### src/rtl/imem_loader_if.sv
// imem_loader_if: byte-stream handshake and instruction-memory write port.
//   in_data/in_valid/in_ready : byte stream, transferred when valid && ready
//   imem_we/imem_addr/imem_wdata : one-cycle word write into instruction memory
// Modports: master = loader side (consumes stream, drives memory writes),
//           slave  = stream source / memory side.
interface imem_loader_if #(
    parameter int ADDR_WIDTH = 6
);
    logic [7:0]            in_data;
    logic                  in_valid;
    logic                  in_ready;
    logic                  imem_we;
    logic [ADDR_WIDTH-1:0] imem_addr;
    logic [31:0]           imem_wdata;

    modport master (
        input  in_data, in_valid,
        output in_ready, imem_we, imem_addr, imem_wdata
    );

    modport slave (
        output in_data, in_valid,
        input  in_ready, imem_we, imem_addr, imem_wdata
    );
endinterface

### src/rtl/imem_loader.sv
// imem_loader: boot-time writer for the instruction memory.
// Takes a count byte N, then 4*N bytes assembled big-endian into 32-bit
// words, written sequentially from word address 0. The processor is held in
// reset until the image is complete.
// Ports:
//   clk, reset : clock, asynchronous active-high reset
//   bus        : stream input + memory write port (master modport)
//   restart    : single-cycle pulse, starts a new load from DONE
//   cpu_reset  : processor reset hold, high while loading (and after error)
//   done       : load finished (valid or error)
//   err        : count exceeded memory capacity
module imem_loader #(
    parameter int ADDR_WIDTH = 6
) (
    input  logic          clk,
    input  logic          reset,
    imem_loader_if.master bus,
    input  logic          restart,
    output logic          cpu_reset,
    output logic          done,
    output logic          err
);
    typedef enum logic [1:0] {S_COUNT, S_DATA, S_WRITE, S_DONE} state_t;

    localparam logic [8:0] CAPACITY = 9'(1 << ADDR_WIDTH);

    state_t                state_q, state_d;
    logic [7:0]            cnt_q, cnt_d;
    logic [ADDR_WIDTH:0]   widx_q, widx_d;   // one extra bit so N = capacity fits
    logic [1:0]            bidx_q, bidx_d;
    logic [23:0]           buf_q, buf_d;     // first three bytes of the word
    logic                  we_q, we_d;
    logic [ADDR_WIDTH-1:0] addr_q, addr_d;
    logic [31:0]           wdata_q, wdata_d;
    logic                  cpu_reset_q, cpu_reset_d;
    logic                  done_q, done_d;
    logic                  err_q, err_d;

    logic rdy;
    logic accept;
    logic last_word;

    assign accept    = bus.in_valid && rdy;
    assign last_word = (9'(widx_q) + 9'd1) == {1'b0, cnt_q};

    // State register
    always_ff @(posedge clk or posedge reset) begin
        if (reset) begin
            state_q     <= S_COUNT;
            cnt_q       <= '0;
            widx_q      <= '0;
            bidx_q      <= '0;
            buf_q       <= '0;
            we_q        <= 1'b0;
            addr_q      <= '0;
            wdata_q     <= '0;
            cpu_reset_q <= 1'b1;
            done_q      <= 1'b0;
            err_q       <= 1'b0;
        end else begin
            state_q     <= state_d;
            cnt_q       <= cnt_d;
            widx_q      <= widx_d;
            bidx_q      <= bidx_d;
            buf_q       <= buf_d;
            we_q        <= we_d;
            addr_q      <= addr_d;
            wdata_q     <= wdata_d;
            cpu_reset_q <= cpu_reset_d;
            done_q      <= done_d;
            err_q       <= err_d;
        end
    end

    // Next-state logic. Memory-port and status outputs are computed here so
    // they are registered on the same edge that enters WRITE / DONE.
    always_comb begin
        state_d     = state_q;
        cnt_d       = cnt_q;
        widx_d      = widx_q;
        bidx_d      = bidx_q;
        buf_d       = buf_q;
        we_d        = 1'b0;
        addr_d      = addr_q;
        wdata_d     = wdata_q;
        cpu_reset_d = cpu_reset_q;
        done_d      = done_q;
        err_d       = err_q;
        case (state_q)
            S_COUNT: begin
                if (accept) begin
                    cnt_d  = bus.in_data;
                    widx_d = '0;
                    bidx_d = '0;
                    if (bus.in_data == 8'd0) begin
                        state_d     = S_DONE;
                        done_d      = 1'b1;
                        cpu_reset_d = 1'b0;
                    end else if ({1'b0, bus.in_data} > CAPACITY) begin
                        // Image too large: report error, keep CPU in reset.
                        state_d = S_DONE;
                        done_d  = 1'b1;
                        err_d   = 1'b1;
                    end else begin
                        state_d = S_DATA;
                    end
                end
            end
            S_DATA: begin
                if (accept) begin
                    if (bidx_q == 2'd3) begin
                        state_d = S_WRITE;
                        we_d    = 1'b1;
                        addr_d  = widx_q[ADDR_WIDTH-1:0];
                        wdata_d = {buf_q, bus.in_data};
                        bidx_d  = '0;
                    end else begin
                        buf_d  = {buf_q[15:0], bus.in_data};
                        bidx_d = bidx_q + 2'd1;
                    end
                end
            end
            S_WRITE: begin
                widx_d = widx_q + 1'b1;
                if (last_word) begin
                    state_d     = S_DONE;
                    done_d      = 1'b1;
                    cpu_reset_d = 1'b0;
                end else begin
                    state_d = S_DATA;
                end
            end
            S_DONE: begin
                if (restart) begin
                    state_d     = S_COUNT;
                    cpu_reset_d = 1'b1;
                    done_d      = 1'b0;
                    err_d       = 1'b0;
                    widx_d      = '0;
                    bidx_d      = '0;
                end
            end
            default: state_d = S_COUNT;
        endcase
    end

    // Output logic
    always_comb begin
        rdy            = (state_q == S_COUNT) || (state_q == S_DATA);
        bus.in_ready   = rdy;
        bus.imem_we    = we_q;
        bus.imem_addr  = addr_q;
        bus.imem_wdata = wdata_q;
        cpu_reset      = cpu_reset_q;
        done           = done_q;
        err            = err_q;
    end
endmodule
### src/flat_wrapper.sv
// flat-port wrapper written by rule: the top's interface ports become plain ports
module imem_loader_flat 
#(
    parameter int ADDR_WIDTH = 6
)
  (clk, reset, restart, cpu_reset, done, err, bus_in_data, bus_in_valid, bus_in_ready, bus_imem_we, bus_imem_addr, bus_imem_wdata);
  imem_loader_if #(.ADDR_WIDTH(ADDR_WIDTH)) bus_i ();
  input  logic clk;
  input  logic reset;
  input  logic restart;
  output logic cpu_reset;
  output logic done;
  output logic err;
  input wire logic [$bits(bus_i.in_data)-1:0] bus_in_data;
  input wire logic [$bits(bus_i.in_valid)-1:0] bus_in_valid;
  output wire logic [$bits(bus_i.in_ready)-1:0] bus_in_ready;
  output wire logic [$bits(bus_i.imem_we)-1:0] bus_imem_we;
  output wire logic [$bits(bus_i.imem_addr)-1:0] bus_imem_addr;
  output wire logic [$bits(bus_i.imem_wdata)-1:0] bus_imem_wdata;
  assign bus_i.in_data = bus_in_data;
  assign bus_i.in_valid = bus_in_valid;
  assign bus_in_ready = bus_i.in_ready;
  assign bus_imem_we = bus_i.imem_we;
  assign bus_imem_addr = bus_i.imem_addr;
  assign bus_imem_wdata = bus_i.imem_wdata;
  imem_loader #(.ADDR_WIDTH(ADDR_WIDTH)) u_core (.clk(clk), .reset(reset), .bus(bus_i), .restart(restart), .cpu_reset(cpu_reset), .done(done), .err(err));
endmodule
### config.mk
export PLATFORM = sky130hd
export DESIGN_NAME = imem_loader_flat
export DESIGN_NICKNAME = d
export VERILOG_FILES = /design/src/rtl/imem_loader_if.sv /design/src/rtl/imem_loader.sv /design/src/flat_wrapper.sv
export SDC_FILE = /design/constraint.sdc
export NUM_CORES = 1
export LEC_CHECK = 0
export CORE_MARGIN = 5
export CORE_UTILIZATION = 48
export DETAILED_ROUTE_END_ITERATION = 10
export HOLD_SLACK_MARGIN = 0.12
export PLACE_DENSITY = 0.77
export SLEW_MARGIN = 10
export SYNTH_ARGS = -nofsm -noshare
export SYNTH_HDL_FRONTEND = slang
export SYNTH_SLANG_ARGS = --single-unit
### constraint.sdc
create_clock -name clk -period 2.9 [get_ports clk]
set_input_delay 0.87 -clock clk [delete_from_list [all_inputs] [get_ports clk]]
set_output_delay 0.87 -clock clk [all_outputs]
set_load 0.05 [all_outputs]
# [Word-level counts from Yosys, hierarchy flattened]
# Cells that the tools add are included.
[totals] out_inout_bits=43 reg_bits=85 wordCells=78 inputBits=12
[classes] mux=32 bitwise_logic=1 n_reduce_logical=16 n_addsub=3 eq_ne=14 n_lt_le_gt_ge=1
[op_table] op="one-hot mux 7 bit (3 select lines)" n=1
[op_table] op="two-way mux 2 bit" n=10
[op_table] op="AND reduction 5 bit" n=3
[op_table] op="two-way mux 1 bit" n=14
[op_table] op="two-way mux 7 bit" n=2
[op_table] op="inequality test 2 x 1 -> 1 bit (second input constant)" n=6
[op_table] op="== test 9 x 8 -> 1 bit" n=1
[op_table] op="AND reduction 3 bit" n=3
[op_table] op="adder 7 x 1 -> 8 bit (second input constant)" n=1
[op_table] op="greater-than comparator 8 x 7 -> 1 bit (second input constant)" n=1
[op_table] op="zero test 8 bit" n=1
[op_table] op="one-hot mux 2 bit (4 select lines)" n=1
[op_table] op="AND reduction 4 bit" n=2
[op_table] op="adder 7 x 1 -> 7 bit (second input constant)" n=1
[op_table] op="== test 2 bit (second input constant)" n=3
[op_table] op="one-hot mux 1 bit (3 select lines)" n=2
[op_table] op="one-hot mux 2 bit (3 select lines)" n=1
[op_table] op="nonzero test 3 bit" n=2
[op_table] op="inequality test 2 bit (second input constant)" n=2
[op_table] op="inequality test 3 x 1 -> 1 bit (second input constant)" n=1
[op_table] op="adder 2 x 1 -> 2 bit (second input constant)" n=1
[op_table] op="== test 2 x 1 -> 1 bit (second input constant)" n=1
[op_table] op="zero test 2 bit" n=1
[op_table] op="one-hot mux 1 bit (2 select lines)" n=1
[op_table] op="other kinds (5)" n=5

# [Depth between registers and ports, before layout]
[logic_depth] depth_word=5 depth_mapped=8 depth_no_buf=7

# [Worst setup path after synthesis]
# OpenSTA, ideal clock, no wires.
[synth_path] path_type="input-to-reg" from="input port bus_in_valid" to="register u_core.buf_q[10]" cell_stages=5 t_arrival_ns=2.222 required_time_ns=2.775 path_slack_ns=0.553 setup_time_ns=0.125 n_path_buf=1 cell_sequence="nor2b_1 nand2_1 nor2_1 clkbuf_1 mux2_2"
[synth_between] elab_chain_cells=2
[synth_lines] item="start: declaration" line="flat_wrapper.sv:15" rtl="input wire logic [$bits(bus_i.in_valid)-1:0] bus_in_valid;"
[synth_lines] item="logical AND 1 bit" line="imem_loader.sv:43" rtl="assign accept = bus.in_valid && rdy;"
[synth_lines] item="AND reduction 3 bit (no source line)"
[synth_lines] item="end signal: assignment" line="imem_loader.sv:65" rtl="buf_q <= buf_d;"
[synth_lines] item="end: declaration" line="imem_loader.sv:31" rtl="logic [23:0] buf_q, buf_d;"
# No other way between the ends.
# A chain may end at the register's enable or synchronous reset.

# [Worst setup path in the final report]
[layout_path] from="register u_core.state_q[1]" to="output port bus_in_ready"
[layout_between] elab_chain_cells=2 word_cells_on_any_way=3 classes_between="eq/ne (1); reduce/logical (2)"
[layout_lines] item="start: declaration" line="imem_loader.sv:27" rtl="state_t state_q, state_d;"
[layout_lines] item="start signal: assignment" line="imem_loader.sv:61" rtl="state_q <= state_d;"
[layout_lines] item="== test 2 x 1 -> 1 bit or zero test 2 bit (tied branches)" line="imem_loader.sv:149" rtl="rdy = (state_q == S_COUNT) || (state_q == S_DATA);"
[layout_lines] item="logical OR 1 bit (*)" line="imem_loader.sv:149"
[layout_lines] item="end: declaration" line="flat_wrapper.sv:16" rtl="output wire logic [$bits(bus_i.in_ready)-1:0] bus_in_ready;"
# Every way passes the cells marked *; elsewhere a longest branch is shown, timed or not.

==> summary.md <==
| Metric | Value |
|---|---|
| Antenna Diode Count | `0` |
| Post-CTS setup buffers | `0` |
| Critical path class | `reg -> out` |
| Async set-or-reset flop fraction in the synthesized netlist | `1.00` |
| Total CTS buffers | `9` |
| Port Buffers | `54` |
| Starting DRT DRC Count | `80` |
| DR vias/cell | `5.28` |
| DP HPWL | `4.74 mm` |
| Area delta synth->final | `25.5%` |
| Post-Syn Instances | `266` |
| I/O pins | `between 50 and 60` |
| Total power | `about 5.2 mW` |
| Slew @ Worst Pin | `506 ps` |
| Distinct cells, synth | `39` |
| Worst Skew | `10.9 ps` |
| Max Slew Vio Count | `0` |
| Fin. Hold Viols | `0` |
| Number of synthesized register bits | `85` |
| Total congestion overflow | `0` |
| Period utilization | `0.943` |
| FP Rows | `31` |
| CTS Root Buffer Type | `clkbuf_8` |
| Post-synth EDFFs | `0` |
| Register area | `2130 um2` |
| Drt total wl | `6.87 mm` |
| Avg Inst Size Synth | `13.5 um2` |
| Drt first pass iters | `4` |
| Slew margin rel. | `0.662` |
| Commonest cells in the netlist | `dfrtp_1, mux2_2, nor2_1, o21ai_0` |
| Fill count | `~590` |
| Share of the synthesized area in the top cell type | `0.585` |
| Layout cells sized above 1 | `0.313` |
| GPL Wtd Cong | `0.812` |
| Post-Route Utilization | `0.619` |
| Fmax | `366 MHz` |
| Critical Path AT | `about 1900 ps` |
| Status | `finished, final reports clean` |
| WP data required | `2030 ps` |
| Via Count | `2276` |
| Initial antenna violation count | `0` |
| Core ar. | `7290 um2` |
| Total negative slack | `0 ps` |
| Register area share after synthesis | `0.592` |
| Die area | `9320 um2` |
| Post-Syn Area | `3600 um2` |
| Clock sinks | `85` |
| Worst min-delay path category | `reg -> reg` |
| Insertion delay of the later-clocked pin in the worst-skew pair | `~350 ps` |
| Ys flop type | `dfrtp_1` |
| CTS H-tree lvls | `3` |
| Lkg Pwr | `1.98 nW` |
| Die Y | `about 97 um` |
| Clock slew at reported path FFs | `about 90 ps` |
| RSZ-0062 raised after global routing | `false` |
| Worst setup EP type | `output pin` |
| First-pass GRT wire length | `11.3 mm` |
| Maxcap violations | `0` |
| Min Tclk post-route | `2740 ps` |
| Mapped Nets | `280` |
| Fin nets | `342` |
| CP max FO | `11` |
| Pwr/cell area | `1150 nW/um2` |
| Most common cell in the netlist | `dfrtp_1` |
| Die W | `96.6 um` |
| Largest net degree at the start of global routing | `86` |
| Hold_buf cts | `0` |
| Area occupied by multi-input gates | `~1400 um2` |
| Hold slack | `494 ps` |
| Initial Utilization | `0.493` |
| GRT Overall Usage | `0.160` |
| Post-CTS Resized | `0` |
| Routed wire per std cell | `15.9 um` |
| Max clock buf depth | `2` |
| # DRC | `0` |
| Ys Warns | `0` |
| Area leader, netlist | `dfrtp_1` |
| CTS tree | `built` |
| Top post-synthesis cells by area | `dfrtp_1, mux2_2, xor2_1` |
| Crit path launch type | `flop` |
| Worst vdd ir | `0.000534 V` |
| Final ANT Viol Nets | `0` |
| Vias in the first global route | `2308` |
| Final Setup Violations | `0` |
-- cell families after synthesis --
kind of cell    share of synthesized area
xor+xnor                           0.0292
simple gates                       0.0633
buf+inv                            0.0244
fa+ha+maj                         0.00696
flops                               0.592
compound gates                     0.0623
mux                                 0.222
-- cell usage in the layout (no fill, tap or decap), types with 2 or more instances in the layout --
cell             instances
buf_4                    7
buf_12                   3
xor2_1                   7
inv_1                    5
nor2b_1                  4
nand3_1                  3
nand3_2                  3
nor2_1                  10
a21o_1                   2
or4_1                    2
mux2_2                  70
clkbuf_8                 9
clkdlybuf4s50_1         54
o22a_1                   2
and3_1                   2
o31ai_1                  2
clkinvlp_4               3
xnor2_1                  5
o21ai_1                  2
nand2b_1                 2
inv_6                    2
o21ai_0                 11
nand2_1                 10
dfrtp_1                 84
ha_1                     2
a21oi_1                  3
a31oi_1                  5
-- where the power goes --
group | switching (mW) | internal (mW)
sequential | 0.343 | 1.68
clock | 0.431 | 0.401
combinational | 1.32 | 1.00
-- worst paths after layout --
kind | from | end | slack, ps | cells after the start
worst max-delay path | u_core.state_q[1]$_DFFE_PP0P_ | bus_in_ready | 160 | 2
worst min-delay path | u_core.err$_DFFE_PP0P_ | u_core.err$_DFFE_PP0P_ | 490 | 1
worst max register to register | u_core.widx_q[0]$_DFFE_PP0P_ | u_core.done$_DFFE_PP0P_ | 260 | 7
worst min register to register | u_core.err$_DFFE_PP0P_ | u_core.err$_DFFE_PP0P_ | 490 | 1
max in group asynchronous | reset | u_core.bus.imem_wdata[10]$_DFFE_PP0P_ | 1580 | 3
min in group asynchronous | reset | u_core.bus.imem_addr[1]$_DFFE_PP0P_ | 980 | 3
-- stage by stage --
stage / area, um2 / setup WS [ps] / cells
after floorplan: 3600 / 553 / 266
after global placement: 4320 / 48.1 / 416
after detailed placement: 4320 / 18.1 / 416
after CTS: 4510 / 143 / 431
after global routing: 4510 / 89.0 / 431
final: 4510 / 165 / 431
-- state kept, by name, summed over array words and instances, names as in the netlist, 2 cells and up --
register and count:
u_core.widx_q 7, u_core.cnt_q 8, u_core.buf_q 24, u_core.bidx_q 2
u_core.bus.imem_addr 6, u_core.bus.imem_wdata 32, u_core.state_q 2
-- worst max-delay path, stage by stage (launching register included) --
cell	delay, ps
dfrtp_1	500
inv_1	190
clkdlybuf4s50_1	830
-- per-layer routing --
metal  part of all wire  up-vias  global-route usage  wire [um]
met5                  0        -                   0          0
met4              0.030        0              0.0876        203
met3              0.040       12              0.0271        275
met2               0.47       49               0.242       3230
met1               0.46     1155               0.219       3160
li1                   -     1060                   -          -
-- final cells by class --
class / count / area share
clock buffer: 9 / 0.0274
clock inverter: 6 / 0.0158
timing repair buffer: 64 / 0.145
sequential: 85 / 0.471
inverter: 6 / 0.00582
tap: 99 / 0.0274
multi-input combinational: 162 / 0.307
(Power assumes the default switching activity.)
